===== src/rtl/irq_ctrl.sv =====
// rtl/irq_ctrl.sv - fixed-priority interrupt controller with ID-read ack and EOI handshake
//
// Ports:
//   clk        - single clock, all state on rising edge
//   rst        - synchronous active-high reset
//   irq_in     - raw asynchronous interrupt lines, active-high
//   ioAddress  - CPU I/O address; registers live at BASE..BASE+4
//   ioIn       - CPU write data
//   ioWriteEn  - one-cycle write strobe
//   ioReadEn   - one-cycle read strobe
//   ioOut      - registered read data, 0 in any cycle after a non-read
//   cpu_irq    - request to the CPU, high while in REQ
//
// Registers (offset from BASE):
//   +0 ENABLE RW, +1 PENDING R/W1C, +2 EDGE_SEL RW (1 = rising edge),
//   +3 ID R {active, 4'b0, id}, +4 EOI W

module irq_ctrl #(
    parameter int          NUM_SRC = 8,
    parameter logic [15:0] BASE    = 16'h1040
) (
    input  logic               clk,
    input  logic               rst,
    input  logic [NUM_SRC-1:0] irq_in,
    input  logic [15:0]        ioAddress,
    input  logic [7:0]         ioIn,
    input  logic               ioWriteEn,
    input  logic               ioReadEn,
    output logic [7:0]         ioOut,
    output logic               cpu_irq
);

    localparam logic [15:0] ADDR_ENABLE  = BASE;
    localparam logic [15:0] ADDR_PENDING = BASE + 16'd1;
    localparam logic [15:0] ADDR_EDGE    = BASE + 16'd2;
    localparam logic [15:0] ADDR_ID      = BASE + 16'd3;
    localparam logic [15:0] ADDR_EOI     = BASE + 16'd4;

    // Registers are kept 8 bits wide; bits above NUM_SRC are forced to 0.
    localparam logic [7:0] SRC_MASK = 8'((9'd1 << NUM_SRC) - 9'd1);

    localparam logic [1:0] ST_IDLE    = 2'd0;
    localparam logic [1:0] ST_REQ     = 2'd1;
    localparam logic [1:0] ST_SERVICE = 2'd2;

    logic [7:0] enable_reg;
    logic [7:0] pending_reg;
    logic [7:0] edge_sel_reg;
    logic [7:0] sync_s1;
    logic [7:0] sync_s2;
    logic [7:0] sync_prev;
    logic [1:0] state;
    logic [2:0] id_reg;

    logic [7:0] irq_ext;
    logic [7:0] req_vec;
    logic       any_req;
    logic [2:0] win_id;
    logic       wr_enable, wr_pending, wr_edge, wr_eoi, rd_id;
    logic       ack;
    logic [7:0] clr_mask;
    logic [7:0] rise;
    logic [7:0] pending_next;
    logic [7:0] rd_data;

    assign irq_ext = 8'(irq_in);

    assign wr_enable  = ioWriteEn && (ioAddress == ADDR_ENABLE);
    assign wr_pending = ioWriteEn && (ioAddress == ADDR_PENDING);
    assign wr_edge    = ioWriteEn && (ioAddress == ADDR_EDGE);
    assign wr_eoi     = ioWriteEn && (ioAddress == ADDR_EOI);
    assign rd_id      = ioReadEn  && (ioAddress == ADDR_ID);

    // The ID read is the acknowledge only while a request is outstanding.
    assign ack = rd_id && (state == ST_REQ);

    assign req_vec = pending_reg & enable_reg & SRC_MASK;
    assign any_req = |req_vec;

    // Lowest index wins; scanning downward leaves the lowest set bit last.
    always_comb begin
        win_id = 3'd0;
        for (int i = 7; i >= 0; i--) begin
            if (req_vec[i]) begin
                win_id = 3'(i);
            end
        end
    end

    // Edge bits: clear (W1C or ack) first, then OR in a new rise so a
    // same-cycle set wins. Level bits simply follow the synchronized pin.
    always_comb begin
        clr_mask = 8'd0;
        if (wr_pending) begin
            clr_mask = clr_mask | ioIn;
        end
        if (ack) begin
            clr_mask = clr_mask | (8'd1 << id_reg);
        end
        rise         = sync_s2 & ~sync_prev;
        pending_next = ((edge_sel_reg & ((pending_reg & ~clr_mask) | rise)) |
                        (~edge_sel_reg & sync_s2)) & SRC_MASK;
    end

    always_comb begin
        rd_data = 8'd0;
        if (ioReadEn) begin
            case (ioAddress)
                ADDR_ENABLE:  rd_data = enable_reg;
                ADDR_PENDING: rd_data = pending_reg;
                ADDR_EDGE:    rd_data = edge_sel_reg;
                ADDR_ID:      rd_data = {(state == ST_REQ), 4'b0000, id_reg};
                default:      rd_data = 8'd0;
            endcase
        end
    end

    always_ff @(posedge clk) begin
        if (rst) begin
            enable_reg   <= 8'd0;
            pending_reg  <= 8'd0;
            edge_sel_reg <= 8'd0;
            sync_s1      <= 8'd0;
            sync_s2      <= 8'd0;
            sync_prev    <= 8'd0;
            state        <= ST_IDLE;
            id_reg       <= 3'd0;
            ioOut        <= 8'd0;
        end else begin
            sync_s1   <= irq_ext & SRC_MASK;
            sync_s2   <= sync_s1;
            sync_prev <= sync_s2;

            pending_reg <= pending_next;
            ioOut       <= rd_data;

            if (wr_enable) begin
                enable_reg <= ioIn & SRC_MASK;
            end
            if (wr_edge) begin
                edge_sel_reg <= ioIn & SRC_MASK;
            end

            case (state)
                ST_IDLE: begin
                    if (any_req) begin
                        state  <= ST_REQ;
                        id_reg <= win_id;
                    end
                end
                ST_REQ: begin
                    if (ack) begin
                        state <= ST_SERVICE;
                    end else if (!any_req) begin
                        // Request withdrawn before the CPU acknowledged it.
                        state <= ST_IDLE;
                    end else begin
                        id_reg <= win_id;
                    end
                end
                ST_SERVICE: begin
                    if (wr_eoi) begin
                        state <= ST_IDLE;
                    end
                end
                default: state <= ST_IDLE;
            endcase
        end
    end

    assign cpu_irq = (state == ST_REQ);

endmodule


===== config.mk =====
export PLATFORM = sky130hd
export DESIGN_NAME = irq_ctrl
export DESIGN_NICKNAME = d
export VERILOG_FILES = /design/src/rtl/irq_ctrl.sv
export SDC_FILE = /design/constraint.sdc
export NUM_CORES = 1
export LEC_CHECK = 0
export CAP_MARGIN = 20
export CORE_MARGIN = 1.5
export CORE_UTILIZATION = 50
export DETAILED_ROUTE_END_ITERATION = 12
export PLACE_DENSITY = 0.81
export RECOVER_POWER = 25
export SYNTH_ARGS = -nofsm -noshare
export SYNTH_HDL_FRONTEND = slang
export SYNTH_SLANG_ARGS = --single-unit

===== constraint.sdc =====
create_clock -name clk -period 5.7 [get_ports clk]
set_clock_uncertainty 0.05 [all_clocks]
set_input_delay 0.57 -clock clk [delete_from_list [all_inputs] [get_ports clk]]
set_output_delay 0.57 -clock clk [all_outputs]
set_load 0.02 [all_outputs]

==> run summary, run 1 <==
A synthesized cell averages 9.52 um2. In this run, synthesis inferred 0 flip-flops with an integrated enable. Across the VDD grid, the largest voltage drop is 0.218 mV. In this run the core area contains 25 standard-cell rows. STA classifies the critical path endpoint as a register.

The run gives 343 MHz as the peak clock frequency supported by timing. For the count of endpoints failing setup in the final report, the log shows 0. The largest driver fanout on the critical path is 7, and the total vias in the final route is 2108. Counting the fill cells in the layout gives 397. After synthesis, the netlist uses 37 different library cells. Overall global routing resource usage: 0.212. The wire length of the first global-routing pass was 8600 um; the post-synthesis instance area was 0.00252 mm2.

The tools report the first-pass iteration count of the detailed router as 4. The tools report the startpoint kind of the worst setup timing path as an input port. Clock tree synthesis found a total of 61 sinks.

The area overhead of the layout relative to synthesis works out to 26.2%. The portion of the clock cycle consumed by the worst path in the final layout is 0.511, and the initial antenna violation count is 0. The most numerous cell in the Yosys netlist is sky130_fd_sc_hd__dfxtp_1. The number of nets with antenna violations after routing was 0; the total buffers and inverters traversed by the critical path was 1. Port buffering added 44 buffers. The worst path meets setup with 2790 ps of slack. Buffers inserted to repair hold after CTS numbered 0. The die boundary height came out at 74.0 um. In this run the power density over the cells is 270 mW/mm2. Sorting the synthesized cells by area gives the leading types as sky130_fd_sc_hd__dfxtp_1 48%, sky130_fd_sc_hd__nor2b_1 8.7%, sky130_fd_sc_hd__mux2i_1 8.3%, sky130_fd_sc_hd__nor2_1 5.4%, sky130_fd_sc_hd__mux4_2 3.6%. The die covers 0.00548 mm2. For this run, design rule violations remaining after detail routing come to 0. Data on the critical path is required at its endpoint by 5930 ps.

After the last flow step, the layout net total stands at 345. After clock tree synthesis, the clock-pin slew on the worst setup and hold paths is 70 ps. The count of inserted antenna diode cells was 0.

The congestion estimate from routability-driven global placement came to 0.944. In this run the clock root is driven by a sky130_fd_sc_hd__clkbuf_8. The final reports fail on max-capacitance violations, max-slew violations. The kind of cell adding the most delay to the critical path is simple AND/OR/NAND/NOR gates. The die width came out at 74.0 um.

The number of max-slew violations in the final report came out at 57. The most area-hungry cell type in the Yosys netlist is sky130_fd_sc_hd__dfxtp_1. The number of DRC violations after detailed-routing iteration 0 came out at 154. The H-tree was split into 3 levels. In this run the static leakage power is 1.14 nW. The clock passes through at most 2 buffers. Synthesis produced a netlist with a net count of 301. Counting flops and latches in the post-synthesis netlist gives 61.

Master of the slowest instance on the critical path: sky130_fd_sc_hd__or4b_1. The logs give 0 for the number of warnings issued by yosys and 9 for the number of clock buffers inserted by TritonCTS. The tools report the count of max-cap constraint violations as 1. The post-cts repair resize count was 0. The run finished, with violations left. In this design, the stage delay of the slowest critical-path cell is 660 ps. Using the TritonRoute via totals, the vias-per-cell ratio works out to 5.55. After global routing the overflow that remains totals 0. After technology mapping, the gate count stands at 265. The number of placed I/O pins was 45; the detailed-route wire length per cell was 14.3 um.

The initial cell density of the core was 0.527. TritonCTS built the clock tree. In the synthesized netlist, the cells that appear most often are 61 x sky130_fd_sc_hd__dfxtp_1, 36 x sky130_fd_sc_hd__nor2_1, 35 x sky130_fd_sc_hd__nor2b_1, 22 x sky130_fd_sc_hd__nand2_1, 21 x sky130_fd_sc_hd__mux2i_1. In this run the post-CTS setup repair buffer count came out at 0.

The fraction of final layout cells sized beyond drive strength 1 is 0.0799, and the detailed-placement wirelength estimate is 3900 um. The run gives 2480 ps as the worst slack after detailed placement. Entering global routing, the biggest net connects 57 pins.

In this run, placement finished with an instance count of 365. The share of synthesized registers carrying an async set or reset is 0, and the sequential area share after synthesis is 0.484. In this run the standard cell core region covers 0.00479 mm2. The tools report the final count of hold timing violations as 0. The category of the critical setup timing path was in2reg. Final hold analysis gives a worst-case slack of 385 ps. The insertion delay of the later-clocked pin in the worst-skew pair was 340 ps. For the via count of the first global-routing pass, the log shows 1878.

The logs give 0.665 for the post-layout utilization of the core and -0.542 for the relative slew slack. For this run, the number of standard cells in the final layout without fillers is 380. The area share of the largest cell type after synthesis is 0.484. Setup repair after global routing left no endpoint under its margin. The critical path goes through clkdlybuf4s50_1, or4b_1, or4_4, nor3b_1, a21oi_1, nor2_1. Wires add up to 5450 um.

Main flop type after synthesis: sky130_fd_sc_hd__dfxtp_1. The worst path in the final design needs a cycle of 2910 ps, including I/O delays and setup. Setup TNS after final layout: 0 ps.

STA puts the critical path data arrival time at 3140 ps. The worst hold path belongs to the class reg2reg. For the pin with the worst max-slew slack, the measured transition is 2310 ps.
## worst paths after layout
check / to / slack (ps) / cells past startpoint / start
hold reg to reg: sync_s2[4] / 380 / 1 / sync_s1[4]
hold / removal: sync_s2[4] / 380 / 1 / sync_s1[4]
setup / recovery: ioOut[6] / 2790 / 6 / ioAddress[9]
setup reg to reg: pending_reg[7] / 3810 / 5 / state[1]
## cells in the final DEF, fill, tap and decap left out, types with 5 or more instances in the layout
cell	count
sky130_fd_sc_hd__a32oi_1	5
sky130_fd_sc_hd__nor3_1	8
sky130_fd_sc_hd__nor2_1	36
sky130_fd_sc_hd__nand2_1	22
sky130_fd_sc_hd__a21oi_1	15
sky130_fd_sc_hd__dfxtp_1	61
sky130_fd_sc_hd__clkbuf_8	9
sky130_fd_sc_hd__nor2b_1	35
sky130_fd_sc_hd__mux2i_1	21
sky130_fd_sc_hd__clkdlybuf4s50_1	43
## cell families (layout without fill, tap and decap cells)
family,after synthesis,count (layout),share of synthesized area
buffers and inverters,13,61,0.0208
and+or+nand+nor,125,125,0.260
DFF,61,61,0.484
AOI/OAI and AO/OA,40,40,0.111
muxes,26,26,0.124
## per-stage QoR
stage	total power [mW]	instance area, um2
2_1_floorplan	0.470	2520
3_3_place_gp	0.500	3000
3_5_place_dp	0.501	3000
4_1_cts	0.867	3190
5_1_grt	0.892	3180
6_report	0.860	3180
## routing by layer
metal  GRT usage  wire length, um  vias to the layer above  part of all wire
met5           0                0                        -                 0
met4       0.113               87                        0             0.016
met3      0.0813              379                       12             0.070
met2       0.339             2620                       87              0.48
met1       0.246             2360                      980              0.43
li1            -                -                     1029                 -
## where the power goes
part | total, mW | internal, mW | switching, mW | leakage [nW]
Sequential | 0.438 | 0.434 | 0.00373 | 0.496
Combinational | 0.0539 | 0.0322 | 0.0216 | 0.556
Clock | 0.367 | 0.199 | 0.168 | 0.0915
Total | 0.860 | 0.666 | 0.194 | 1.14
## layout make-up
type / count / area [um2] / area share
Multi-Input combinational cell: 191 / 1250 / 0.392
Sequential cell: 61 / 1220 / 0.383
Timing Repair Buffer: 45 / 439 / 0.138
Clock buffer: 9 / 124 / 0.0389
Tap cell: 67 / 83.8 / 0.0263
Clock inverter: 6 / 63.8 / 0.0200
Inverter: 1 / 3.75 / 0.00118
No activity file was read; power rests on OpenSTA's default activity.
==> inputs of run 2 (changes only) <==
==> constraint.sdc (replaced) <==
create_clock -name clk -period 3 [get_ports clk]
set_clock_uncertainty 0.05 [all_clocks]
set_input_delay 0.3 -clock clk [delete_from_list [all_inputs] [get_ports clk]]
set_output_delay 0.3 -clock clk [all_outputs]
set_load 0.02 [all_outputs]
==> run 2 against run 1 <==
  * The flow now finishes without violations
  * Core utilization grew 2.3 points
  * Sequential power increased by 90%
  * Final cell count increased by 2.1%
  * Non-clock buffer count up 7
  * Cell area increased by 3.4%
  * Sequential share of layout area shrank 1.3 points
  * Register-to-register slack worse by 2600 ps
  * Critical path depth fell by 1
  * Critical endpoint is now ioOut[4]
  * Highest routed layer unchanged
==> run summary, run 2 (same netlist as run 1, synthesis figures left out) <==
The clock transition at the registers of the reported paths came out at 60 ps (about the same). The total vias in the final route is 2137 (+1.4%), and the die area is 0.00548 mm2 (unchanged). Initial antenna violation count: 0 (unchanged). The fraction of final layout cells sized beyond drive strength 1 was 0.0997 (+0.0198).

The leakage dissipation came out at 1.20 nW (+5.0%). The run gives 2 (unchanged) as the maximum clock path buffer count. The die width works out to 74.0 um (unchanged). The number of DRC violations after detailed-routing iteration 0 was 165 (+7.1%).

The top cell types in the final layout, fill and taps aside, are 61 x sky130_fd_sc_hd__dfxtp_1, 43 x sky130_fd_sc_hd__clkdlybuf4s50_1, 36 x sky130_fd_sc_hd__nor2_1, 35 x sky130_fd_sc_hd__nor2b_1, 22 x sky130_fd_sc_hd__nand2_1. The area inside the core boundary came out at 0.00479 mm2 (unchanged). The number of clock buffers inserted by TritonCTS was 9 (unchanged); the maximum ir drop on the vdd rail was 0.365 mV (+68%).

The slowest stage of the critical path belongs to the cell sky130_fd_sc_hd__or4b_1. The startpoint kind of the worst setup timing path was an input port. Counting stages on the worst path, the most repeated cell is sky130_fd_sc_hd__or4b_1. The tools report the via count of the first global-routing pass as 2033 (+8.3%). STA classifies the critical path endpoint as a register. The overall global routing resource usage was 0.233 (+0.0213); the largest driver fanout on the critical path was 8 (+1). In this run the worst setup path begins at ioAddress[9]. Setup repair after global routing left no endpoint under its margin. The tools report the peak clock frequency supported by timing as 421 MHz. Area of combinational cells with multiple inputs: 0.00125 mm2 (unchanged). The first-pass iteration count of the detailed router is 4 (unchanged), and the power per cell area is 537 mW/mm2 (+99%). TritonCTS built the clock tree. The count of inserted antenna diode cells is 0 (unchanged), and the portion of the clock cycle consumed by the worst path in the final layout is 0.792. The die boundary height was 74.0 um (unchanged); the detailed-placement wirelength estimate was 4160 um (+6.6%). The longest individual stage delay on the worst path came out at 630 ps (-30 ps). The logs give 30 (-47%) for the largest net degree at the start of global routing and 5690 um (+4.4%) for the routed wire length. Subtracting the final worst setup slack from the clock period gives 2380 ps.

Leading cell type in the layout, fill and taps excluded: sky130_fd_sc_hd__dfxtp_1. The setup TNS after final layout was 0 ps (unchanged). The actual transition at the worst max-transition pin came out at 1180 ps (-1130 ps). The kind of path behind the tightest hold check is reg2reg.

Area used by sequential logic in the layout: 0.00122 mm2 (unchanged). Routability congestion estimate: 0.952 (+0.88%). The cell sitting at the root of the clock tree is a sky130_fd_sc_hd__clkbuf_8. The remaining global-route overflow is 0 (unchanged), and the number of clock sinks is 61 (unchanged). Relative to the synthesized area, the layout overhead comes to 30.6%. The post-CTS repair timing setup buffer count is 0 (unchanged).

The data required time at the worst endpoint was 3220 ps (-2710 ps). The initial cell density of the core is 0.527 (unchanged). The worst hold path begins at sync_s1[7].

The wire length of the first global-routing pass came out at 9320 um (+8.3%). The setup path with the least slack is of type in2reg. For the count of endpoints failing setup in the final report, the log shows 0 (unchanged). The startpoint identified for the worst register-to-register timing path is state[1]. The worst hold margin was 386 ps (+1.42 ps); the mean number of vias per cell was 5.51 (-0.71%). The depth of the CTS H-tree is 3 (unchanged). The critical path goes through clkdlybuf4s50_1, or4b_1, or4_4, or4b_1, nor2_1. The number of placed I/O pins came out at 45 (unchanged).

The logs give 25 (unchanged) for the number of placement rows and 340 ps (about the same) for the insertion delay of the later-clocked pin in the worst-skew pair. The count of max-cap constraint violations was 0 (-1); the detailed-route wire length per cell was 14.7 um (+2.3%). The net total in the final layout was 352 (+2.0%); the number of fill cells in the layout was 396 (-0.25%). The number of buffers inserted by hold repair at cts was 0 (unchanged). Post-cts repair resize count: 0 (unchanged).

The flow ran to the end, and the final reports show no timing, DRC or antenna violations. The critical path data arrival time is 2600 ps (-540 ps), and the remaining routing DRC violations is 0 (unchanged). The number of nets with antenna violations after routing came out at 0 (unchanged). The final count of hold timing violations is 0 (unchanged), and the number of I/O port buffers is 44 (unchanged).

The tools report the relative slew slack as 0.211 (+0.753). The number of max-slew violations in the final report is 0 (-100%).
-- run 2: cell count changes in the layout (fill, tap and decap cells not counted) --
cell and delta:
sky130_fd_sc_hd__buf_12 +1, sky130_fd_sc_hd__bufinv_16 +1, sky130_fd_sc_hd__clkbuf_1 +1, sky130_fd_sc_hd__clkbuf_8 +2, sky130_fd_sc_hd__buf_4 +6, sky130_fd_sc_hd__buf_2 -1, sky130_fd_sc_hd__clkinvlp_4 -1, sky130_fd_sc_hd__clkinv_2 -1
-- run 2: metrics by stage --
step	util	instances	worst slack, ps	area (um2)	power [mW]
2_1_floorplan	-	265	683	2520	0.894
3_3_place_gp	0.641	372	309	3070	0.954
3_5_place_dp	0.641	372	272	3070	0.957
4_1_cts	0.689	388	626	3300	1.79
5_1_grt	0.688	388	524	3290	1.83
6_report	0.688	388	623	3290	1.77
-- run 2: final timing paths --
path / slack, ps / depth (start not counted) / to
max: 620 / 5 / ioOut[4]
min: 390 / 1 / sync_s2[7]
max reg2reg: 1210 / 5 / pending_reg[3]
min reg2reg: 390 / 1 / sync_s2[7]
-- run 2: metal layers --
layer | share of wire | up-vias | GRT usage | routed length, um
met5 | 0 | - | 0 | 0
met4 | 0.024 | 0 | 0.0947 | 134
met3 | 0.069 | 14 | 0.0962 | 393
met2 | 0.49 | 74 | 0.387 | 2810
met1 | 0.41 | 1003 | 0.267 | 2350
li1 | - | 1046 | - | -
-- run 2: report_power, final --
group          switching [mW]  internal [mW]  leakage (nW)
registers             0.00763          0.826         0.496
clock network           0.315          0.514         0.116
logic                  0.0422         0.0631         0.589
-- run 2: layout make-up --
type,instances,share of cell area
Sequential cell,61,0.371
Timing Repair Buffer,52,0.153
Tap cell,67,0.0255
Clock buffer,11,0.0460
Inverter,1,0.00114
Multi-Input combinational cell,191,0.379
Clock inverter,5,0.0247
-- run 2: critical path: cells and delay by family --
| kind | cells | cell delay (ps) |
|---|---|---|
| simple gates | 4 | 1900 |
| buf+inv | 1 | 390 |
